--- src/rtl/spi_master_ctrl.sv ---
// SPI master for 24-bit register frames (rw, addr, data), SPI mode 0.
// Half-period of SCLK is CLK_DIV system clocks; all outputs registered.
module spi_master_ctrl #(
  parameter int CLK_DIV = 4
) (
  input  logic        i_spi_master_clk,
  input  logic        i_spi_master_reset_n,
  input  logic        i_spi_master_start,
  input  logic        i_spi_master_rw,
  input  logic [12:0] i_spi_master_addr,
  input  logic [7:0]  i_spi_master_wr_data,
  output logic        o_spi_master_busy,
  output logic        o_spi_master_done,
  output logic [7:0]  o_spi_master_rd_data,
  output logic        o_spi_master_sclk,
  output logic        o_spi_master_csb_n,
  output logic        o_spi_master_sdi,
  input  logic        i_spi_master_sdo
);

  typedef enum logic [2:0] {
    IDLE, SETUP, SHIFT, HOLD, GAP
  } state_t;

  localparam logic [7:0] LAST = 8'(CLK_DIV - 1);
  localparam bit         DIV1 = (CLK_DIV == 1);
  localparam logic [7:0] PRE  =
    DIV1 ? 8'd0 : 8'(CLK_DIV - 2);

  state_t      state_q, state_d;
  logic [7:0]  cnt_q, cnt_d;
  logic [4:0]  bit_q, bit_d;
  logic        hi_q, hi_d;
  logic        rw_q, rw_d;
  logic [23:0] frame_q, frame_d;
  logic [7:0]  rd_sh_q, rd_sh_d;
  logic        sclk_q, sclk_d;
  logic        csb_q, csb_d;
  logic        sdi_q, sdi_d;
  logic        busy_q, busy_d;
  logic        done_q, done_d;
  logic [7:0]  rd_data_q, rd_data_d;
  logic        last;
  logic [7:0]  cnt_inc;

  assign last    = (cnt_q == LAST);
  assign cnt_inc = last ? 8'd0 : cnt_q + 8'd1;

  // Next-state and next-output computation for the frame sequencer.
  always_comb begin
    state_d   = state_q;
    cnt_d     = cnt_q;
    bit_d     = bit_q;
    hi_d      = hi_q;
    rw_d      = rw_q;
    frame_d   = frame_q;
    rd_sh_d   = rd_sh_q;
    sclk_d    = sclk_q;
    csb_d     = csb_q;
    sdi_d     = sdi_q;
    busy_d    = busy_q;
    done_d    = 1'b0;
    unique case (state_q)
      IDLE: begin
        if (i_spi_master_start) begin
          state_d = SETUP;
          rw_d    = i_spi_master_rw;
          frame_d = {i_spi_master_rw, 2'b00,
                     i_spi_master_addr,
                     i_spi_master_rw ? 8'h00
                       : i_spi_master_wr_data};
          csb_d   = 1'b0;
          sclk_d  = 1'b0;
          sdi_d   = i_spi_master_rw;
          busy_d  = 1'b1;
          cnt_d   = 8'd0;
          bit_d   = 5'd0;
          hi_d    = 1'b0;
          rd_sh_d = 8'h00;
        end
      end
      SETUP: begin
        cnt_d = cnt_inc;
        if (last) state_d = SHIFT;
      end
      SHIFT: begin
        cnt_d = cnt_inc;
        if (last) begin
          if (!hi_q) begin
            hi_d   = 1'b1;
            sclk_d = 1'b1;
          end else begin
            hi_d   = 1'b0;
            sclk_d = 1'b0;
            if (rw_q && bit_q >= 5'd16)
              rd_sh_d = {rd_sh_q[6:0],
                         i_spi_master_sdo};
            if (bit_q == 5'd23) begin
              state_d = HOLD;
              sdi_d   = 1'b0;
            end else begin
              bit_d   = bit_q + 5'd1;
              frame_d = {frame_q[22:0], 1'b0};
              sdi_d   = frame_q[22];
            end
          end
        end
      end
      HOLD: begin
        cnt_d = cnt_inc;
        if (last) begin
          state_d = GAP;
          csb_d   = 1'b1;
          done_d  = DIV1;
        end
      end
      GAP: begin
        cnt_d = cnt_inc;
        if (!DIV1 && cnt_q == PRE) done_d = 1'b1;
        if (last) begin
          state_d = IDLE;
          busy_d  = 1'b0;
        end
      end
      default: state_d = IDLE;
    endcase
    rd_data_d = (done_d && rw_q) ? rd_sh_d
                                 : rd_data_q;
  end

  // State, counters and registered SPI/status outputs.
  always_ff @(posedge i_spi_master_clk or
              negedge i_spi_master_reset_n) begin
    if (!i_spi_master_reset_n) begin
      state_q   <= IDLE;
      cnt_q     <= 8'd0;
      bit_q     <= 5'd0;
      hi_q      <= 1'b0;
      rw_q      <= 1'b0;
      frame_q   <= 24'h0;
      rd_sh_q   <= 8'h00;
      sclk_q    <= 1'b0;
      csb_q     <= 1'b1;
      sdi_q     <= 1'b0;
      busy_q    <= 1'b0;
      done_q    <= 1'b0;
      rd_data_q <= 8'h00;
    end else begin
      state_q   <= state_d;
      cnt_q     <= cnt_d;
      bit_q     <= bit_d;
      hi_q      <= hi_d;
      rw_q      <= rw_d;
      frame_q   <= frame_d;
      rd_sh_q   <= rd_sh_d;
      sclk_q    <= sclk_d;
      csb_q     <= csb_d;
      sdi_q     <= sdi_d;
      busy_q    <= busy_d;
      done_q    <= done_d;
      rd_data_q <= rd_data_d;
    end
  end

  assign o_spi_master_busy    = busy_q;
  assign o_spi_master_done    = done_q;
  assign o_spi_master_rd_data = rd_data_q;
  assign o_spi_master_sclk    = sclk_q;
  assign o_spi_master_csb_n   = csb_q;
  assign o_spi_master_sdi     = sdi_q;

endmodule

--- config.mk ---
export PLATFORM = sky130hd
export DESIGN_NAME = spi_master_ctrl
export DESIGN_NICKNAME = d
export VERILOG_FILES = /design/src/rtl/spi_master_ctrl.sv
export SDC_FILE = /design/constraint.sdc
export NUM_CORES = 1
export LEC_CHECK = 0
export BUFFER_PORTS_ARGS = -buffer_cell sky130_fd_sc_hd__buf_2
export CAP_MARGIN = 0
export CORE_UTILIZATION = 60
export CTS_BUF_LIST = sky130_fd_sc_hd__clkbuf_2 sky130_fd_sc_hd__clkbuf_4 sky130_fd_sc_hd__clkbuf_8
export DETAILED_ROUTE_END_ITERATION = 8
export PLACE_DENSITY = 0.82
export SLEW_MARGIN = 20
export SYNTH_ARGS = -nofsm -noshare
export SYNTH_HDL_FRONTEND = slang
export SYNTH_SLANG_ARGS = --single-unit
--- constraint.sdc ---
create_clock -name i_spi_master_clk -period 2.3 [get_ports i_spi_master_clk]
set_input_delay 0.115 -clock i_spi_master_clk [delete_from_list [all_inputs] [get_ports i_spi_master_clk]]
set_output_delay 0.115 -clock i_spi_master_clk [all_outputs]
set_load 0.03 [all_outputs]
Word-level counts from Yosys, hierarchy flattened
Index checks and enable logic that the tools add are counted. Widths: inputs -> output; s select.

Add/subtract/negate cells: 2. Order comparisons: 1. Eq/ne operators: 15. Muxes and demuxes: 43. Reductions and logical operators: 16.

Operator list (count): $mux 23 (4); $mux 8 (7); $pmux 23 s2 (1); $pmux 8 s2 (2); $mux 3 (7); $mux 5 (4); $eq 8x2->1 const B (2); $ne 2x2->1 const B (8); $pmux 3 s5 (1); $mux 1 (12); $pmux 5 s2 (1); $reduce_and 3->1 (3); $add 8x1->8 const B (1); $pmux 1 s2 (4); $reduce_bool 2->1 (4); $reduce_and 7->1 (1); $eq 3x2->1 const B (2); $add 5x1->5 const B (1); $eq 5x5->1 const B (1); $ge 5x5->1 const B (1); $reduce_and 5->1 (1); $reduce_and 2->1 (2); $reduce_and 4->1 (1); $reduce_or 4->1 (1); 4 further kinds (5).

Flip-flop bits (word level): 61. Input bits: 26. Output and inout port bits: 13. Word-level logic and storage cells: 89.

Depth between registers and ports, before layout
Gate-level depths: netlist of the first run.

Depth in word-level cells: 6. Depth in mapped cells: 8. Depth with buffers taken out: 6.

Least setup slack after synthesis of the first run
OpenSTA, ideal clock, no wires.

Kind: reg-to-reg. Start point: reg cnt_q[0]. End point: reg cnt_q[5]. Library setup time: 0.064 ns. Data arrival time: 1.691 ns. Data required time: 2.236 ns. Slack: 0.545 ns. Cell stages (with the launch flop): 7. Clock period less this slack: 1.755 ns. Path through: dfrtp_1 -> ha_1 -> and3_1 -> buf_6 -> or4_1 -> a21oi_1 -> a221o_2.

Word-level cells in the longest chain between the ends: 3.

RTL lines: from (decl) (RTL line 31) `logic [7:0] cnt_q, cnt_d;`; from (signal assigned) (RTL line 150) `cnt_q <= cnt_d;`; $add 8x1->8 / $eq 8x2->1 (equally long branches) (RTL line 47, 46); $mux 8 (*) (RTL line 47) `assign cnt_inc = last ? 8'd0 : cnt_q + 8'd1;`; $pmux 8 s2 (*) (RTL line 63) `unique case (state_q)`.

Mark *: on every way between the ends. The rest lies on a longest branch, timed or not. A chain may end at the register's enable or synchronous reset.

Final worst setup path of the first run
Start point: reg state_q[2]. End point: reg bit_q[2].

Word-level cells in the longest chain between the ends: 3.

RTL lines: from (decl) (RTL line 30) `state_t state_q, state_d;`; from (signal assigned) (RTL line 149) `state_q <= state_d;`; $eq 3x2->1 / $logic_not 3->1 (equally long branches) (RTL line 63); $ne 2x2->1 (no source line) / $reduce_bool 2->1 (equally long branches); $reduce_and 5->1 (no source line); to (signal assigned) (RTL line 151) `bit_q <= bit_d;`; to (decl) (RTL line 32) `logic [4:0] bit_q, bit_d;`.

Several ways; a longest one is shown, not always the timed one.

==> results of run 1 <==
-- registers in the layout, indices dropped and copies added, names as in the netlist --
name / cells
o_spi_master_sdi: 1
o_spi_master_csb_n: 1
state_q: 3
bit_q: 5
rd_sh_q: 8
o_spi_master_done: 1
rw_q: 1
cnt_q: 8
o_spi_master_rd_data: 8
o_spi_master_busy: 1
frame_q: 23
o_spi_master_sclk: 1
-- metal layers --
metal | part of all wire, % | track usage (%) | vias up
li1 | - | - | 1093
met3 | 4.0 | 4.56 | 14
met1 | 48 | 31.0 | 1037
met2 | 45 | 34.7 | 55
met5 | 0 | 0 | -
met4 | 2.6 | 13.3 | 0
-- power breakdown --
part | switching (mW) | leakage (nW) | internal (mW)
sequential | 0.297 | 0.765 | 1.42
clock | 0.400 | 0.127 | 0.773
combinational | 0.706 | 0.739 | 0.538
-- critical path: stages (launching register included) --
cell and delay, ns:
dfrtp_1 0.50, or3b_4 0.46, or2_1 0.34, buf_4 0.25, nand2_1 0.08, a21oi_1 0.04, a31o_1 0.19
-- area by class of cell --
type | count | area [um2] | area share [%]
clock buffer | 12 | 153 | 4.35
clock inverter | 4 | 95.1 | 2.71
inverter | 6 | 22.5 | 0.642
multi-input combinational | 211 | 1350 | 38.5
sequential | 61 | 1530 | 43.6
tap | 67 | 83.8 | 2.39
timing repair buffer | 45 | 273 | 7.78
-- layout by cell type (no fill, tap or decap), types with 8 or more instances in the layout --
master    synthesis  routed
nor2_1           38      38
dfrtp_1          60      60
nand2_1          41      41
nand3_1          14      14
mux2_2            8       8
mux2i_1          16      16
buf_2             2      38
clkbuf_8          1      10
a21oi_2          19      19
a21oi_1          12      12
-- cell usage after synthesis (2+ instances only) --
| library cell | count | area share [%] |
|---|---|---|
| o21ai_0 | 7 | 1.2 |
| mux2i_1 | 16 | 5.3 |
| dfrtp_1 | 60 | 49 |
| buf_2 | 2 | 0.33 |
| nor2_1 | 38 | 4.7 |
| mux2_2 | 8 | 3.0 |
| nor2b_1 | 2 | 0.41 |
| nand2_1 | 41 | 5.1 |
| xnor2_1 | 7 | 2.0 |
| and3_1 | 5 | 1.0 |
| nand4_1 | 3 | 0.62 |
| o32ai_1 | 2 | 0.58 |
| inv_1 | 6 | 0.74 |
| nand3_1 | 14 | 2.3 |
| clkbuf_1 | 4 | 0.49 |
| a21oi_2 | 19 | 5.5 |
| nor3b_1 | 7 | 1.7 |
| a21oi_1 | 12 | 2.0 |
| nor3_1 | 4 | 0.66 |
| ha_1 | 3 | 1.2 |
| buf_6 | 9 | 3.3 |
| nand2b_1 | 2 | 0.41 |
-- metrics by stage --
stage               cell area [um2]  hold WS (ns)
finish                         3510        0.0591
global route                   3510        0.0546
CTS                            3510        0.0524
detailed placement             3240         0.148
global placement               3240         0.149
floorplan                      3040        -0.181
-- worst paths after layout --
| kind | start | depth (start not counted) | to | slack [ns] |
|---|---|---|---|---|
| max in group asynchronous | i_spi_master_reset_n | 3 | o_spi_master_csb_n | 1.68 |
| setup / recovery | state_q[2] | 6 | bit_q[2] | 0.33 |
| hold reg to reg | frame_q[20] | 2 | frame_q[21] | 0.48 |
| min in group asynchronous | i_spi_master_reset_n | 3 | state_q[0] | 0.33 |
| hold / removal | i_spi_master_wr_data[0] | 3 | frame_q[0] | 0.06 |
| setup reg to reg | state_q[2] | 6 | bit_q[2] | 0.33 |
-- kinds of logic after synthesis --
logic type,count (synthesis),synth area share [%]
AOI/OAI and AO/OA,52,13.0
adders and majority gates,3,1.23
muxes,24,8.22
buffers and inverters,23,5.59
DFF,61,50.2
xor gates and xnor gates,7,2.01
and+or+nand+nor,125,19.7
==> results.cfg, run 1 <==
[outcome]
status = finished, final reports clean

[detailed_routing]
viasPerCell = 5.42
dr.pass1.iters = 4
wl_um = 5390
drt_iter0_markers = 107
drcViolationCount = 0
avgRoutedWirePerCell_um = 13.3
via_count = 2199
antenna_left = 0

[die]
die_y_um = 73.2
pin_count = 39
num_rows = 25
die_x_um = 73.2
core-area_um2 = 4790
start_util_pct = 63.6
dieArea_um2 = 5360

[clock_network]
clock-root-buffer = clkbuf_8
cts_num_sinks = 61
ctsHoldBuffers = 2
cts_setup_buffers = 0
clk_pin_slew_ns = 0.06
cts-buffers-inserted = 9
clock_path_buffers = 2
h-tree-depth = 3
clk_latency_ns = 0.33
post_cts_resize_count = 0
cts_tree = yes

[sta]
finalHoldViolCount = 0
rsz0062_at_grt = no
drv_slew = 0
worst_pin_slew_ns = 0.427
skew_ns = 0.00864
finalCritPeriodShare_pct = 85.5
fin_setup_tns_ns = 0
setup-violations-final = 0
period_needed_ns = 1.97
setup_ws_ns = 0.334
max_slew_margin_pct = 71.3
max_freq_mhz = 509

[min_path]
hp-class = primary input to flop

[placement]
place_ws_ns = 0.367
dp_cells = 388
portBuffers = 38
dp_hpwl_um = 3500
gp_congestion = 0.874

[grt]
grt_antenna_before_repair = 0
grt_pass1_wl_um = 9230
groute.usage.overall_pct = 23.0
grt_max_degree = 62
grt.overflow.total = 0
grt_pass1_vias = 2056

[cells_and_area]
diodes = 0
syn_to_final_growth_pct = 15.2
fin_cells = 406
drive_gt1_share_pct = 29.2
nFillCells = 361
nets = 363
final_core_util_pct = 73.3

[synthesis]
yosys_warnings = 0
synth_ff_type = dfrtp_1
syn_nets = 324
synth_edf_count = 0
syn_area_um2 = 3040
yosysSeqAreaShare_pct = 50.2
synthCells = 295
avgSynthCellArea_um2 = 10.3
synth_seq_cells = 61
async_flop_share_pct = 100
ys_types = 46

[setup_path]
arrival_ns = 2.19
crit_path_max_fanout = 17
start_kind = flop
crit_path_end_kind = flop
worstPathRequired_ns = 2.52
crit_type = flop to flop

[power_and_ir_drop]
max-vdd-ir-drop_v = 0.000664
power_density_nw_per_um2 = 1180
finalPower_mw = 4.13
leakagePower_nw = 1.63

[flow_run]
maxCapViolCount = 0
Note: power is estimated with default switching activity, not from simulation.
==> run 2, diff against run 1 <==
Settings changed: PLACE_DENSITY 0.82 to 0.92.
==> run 2 against run 1 <==
Compared with the run above:
- design area decreased by 0.71%
- flip-flop and latch count unchanged
- combinational power about the same
- largest cell class unchanged
- fmax decreased by 4.5%
- critical path type unchanged
- cell count unchanged
- die area unchanged
==> results.cfg, run 2 (synthesis gave the netlist of run 1 again) <==
[cells_and_area]
multi_input_area_um2 = 1350
largest_register_ffs = 23
syn_to_final_growth_pct = 14.4
final_common_cell = dfrtp_1
nFillCells = 350
largest-register = frame_q
final_cell_mix = 60 x dfrtp_1, 41 x nand2_1, 38 x nor2_1, 38 x buf_2, 19 x a21oi_2
nets = 363
register_area_um2 = 1530
diodes = 0
final_core_util_pct = 72.7
drive_gt1_share_pct = 29.2

[grt]
grt_pass1_vias = 2225
groute.usage.overall_pct = 24.6
grt.overflow.total = 0
grt.busiest_layer = met2
grt_pass1_wl_um = 9920
grt_max_degree = 42
grt_util_met1_pct = 30.9
use_met2_pct = 39.5
grt_antenna_before_repair = 0
use_met3_pct = 6.35

[placement]
portBuffers = 38
place_ws_ns = 0.273
gp_congestion = 0.927
dp_hpwl_um = 3910

[flow_run]
maxCapViolCount = 0

[detailed_routing]
avgRoutedWirePerCell_um = 14.0
antenna_left = 0
via_count = 2288
viasPerCell = 5.64
dr.pass1.iters = 6
drcViolationCount = 0
drt_iter0_markers = 222
wl_um = 5690

[sta]
finalCritPeriodShare_pct = 89.5
finalHoldViolCount = 0
skew_ns = 0.00754
drv_slew = 0
period_needed_ns = 2.06
worst_pin_slew_ns = 0.702
setup-violations-final = 0
rsz0062_at_grt = no
max_slew_margin_pct = 53.2
max_freq_mhz = 486
setup_ws_ns = 0.242
fin_setup_tns_ns = 0

[clock_network]
h-tree-depth = 3
cts_num_sinks = 61
cts_setup_buffers = 0
post_cts_resize_count = 0
ctsHoldBuffers = 2
cts-buffers-inserted = 9
clk_pin_slew_ns = 0.07
clock_path_buffers = 2
clk_latency_ns = 0.34
clock-root-buffer = clkbuf_8
cts_tree = yes

[power_and_ir_drop]
max-vdd-ir-drop_v = 0.000652
power_density_nw_per_um2 = 1160
p_seq_share_pct = 42.5
p_clk_share_pct = 26.2
finalPower_mw = 4.05
swShare_pct = 36.4
p_sw_mw = 1.47
p_int_mw = 2.57
combPwrFrac_pct = 31.3
leakagePower_nw = 1.61

[setup_path]
worst-path-buf-inv = 1
crit_path_end_kind = flop
slowest_stage = dfrtp_1
crit_path_max_fanout = 41
cpPeakStageDelay_ns = 0.50
start_kind = flop
crit_type = flop to flop
worstPathRequired_ns = 2.58
critPathTopFamily = simple AND/OR/NAND/NOR gates
arrival_ns = 2.33
crit_chain = or3b_4, or2_1, o21ai_4, buf_12, nor2_1, a21oi_2

[die]
die_x_um = 73.2
pin_count = 39
core-area_um2 = 4790
num_rows = 25
start_util_pct = 63.6
die_y_um = 73.2
dieArea_um2 = 5360

[min_path]
hp-class = primary input to flop

[outcome]
status = finished, final reports clean
-- run 2: changes by cell type in the layout (fill, tap and decap cells not counted) --
cell,change
bufinv_16,-1
clkbuf_4,-2
clkbuf_8,-1
clkinv_4,+2
clkinvlp_4,+1
inv_6,+1
-- run 2: worst register-to-register path: stages (launching register included) --
cell	delay [ns]
dfrtp_1	0.50
or3b_4	0.46
or2_1	0.43
o21ai_4	0.16
buf_12	0.25
nor2_1	0.09
a21oi_2	0.11
-- run 2: layout make-up --
class,instances,area share [%]
flip-flops and latches,61,43.9
multi-input cells,211,38.8
repair buffers,45,7.84
clock buffers,9,3.56
clock inverters,7,2.84
well taps,67,2.41
inverters,6,0.647
-- run 2: power groups by stage --
stage	Combinational, mW	Sequential, mW	Clock, mW
5_1_grt	1.42	1.77	1.12
3_5_place_dp	1.26	1.73	0
4_1_cts	1.27	1.72	1.08
6_report	1.27	1.72	1.06
3_3_place_gp	1.19	1.71	0
2_1_floorplan	1.08	1.66	0
-- run 2: layer usage --
layer | up-vias | part of all wire [%]
met5 | - | 0
met4 | 0 | 2.0
met3 | 13 | 5.4
met2 | 76 | 48
met1 | 1105 | 45
li1 | 1094 | -
-- run 2: metrics by stage --
stage / cell area (um2) / instances / hold WS [ns]
finish: 3480 / 406 / 0.0388
global route: 3480 / 406 / 0.0574
CTS: 3480 / 406 / 0.0236
detailed placement: 3240 / 388 / 0.194
global placement: 3240 / 388 / 0.182
floorplan: 3040 / 295 / -0.181
-- run 2: path summary, 6_finish.rpt --
path / slack [ns] / end / cells after the start / startpoint
min in group asynchronous: 0.37 / cnt_q[1] / 2 / i_spi_master_reset_n
max reg2reg: 0.24 / frame_q[11] / 6 / state_q[2]
min reg2reg: 0.48 / frame_q[22] / 2 / frame_q[21]
max in group asynchronous: 1.26 / o_spi_master_csb_n / 3 / i_spi_master_reset_n
max: 0.24 / frame_q[11] / 6 / state_q[2]
min: 0.04 / frame_q[0] / 3 / i_spi_master_wr_data[0]
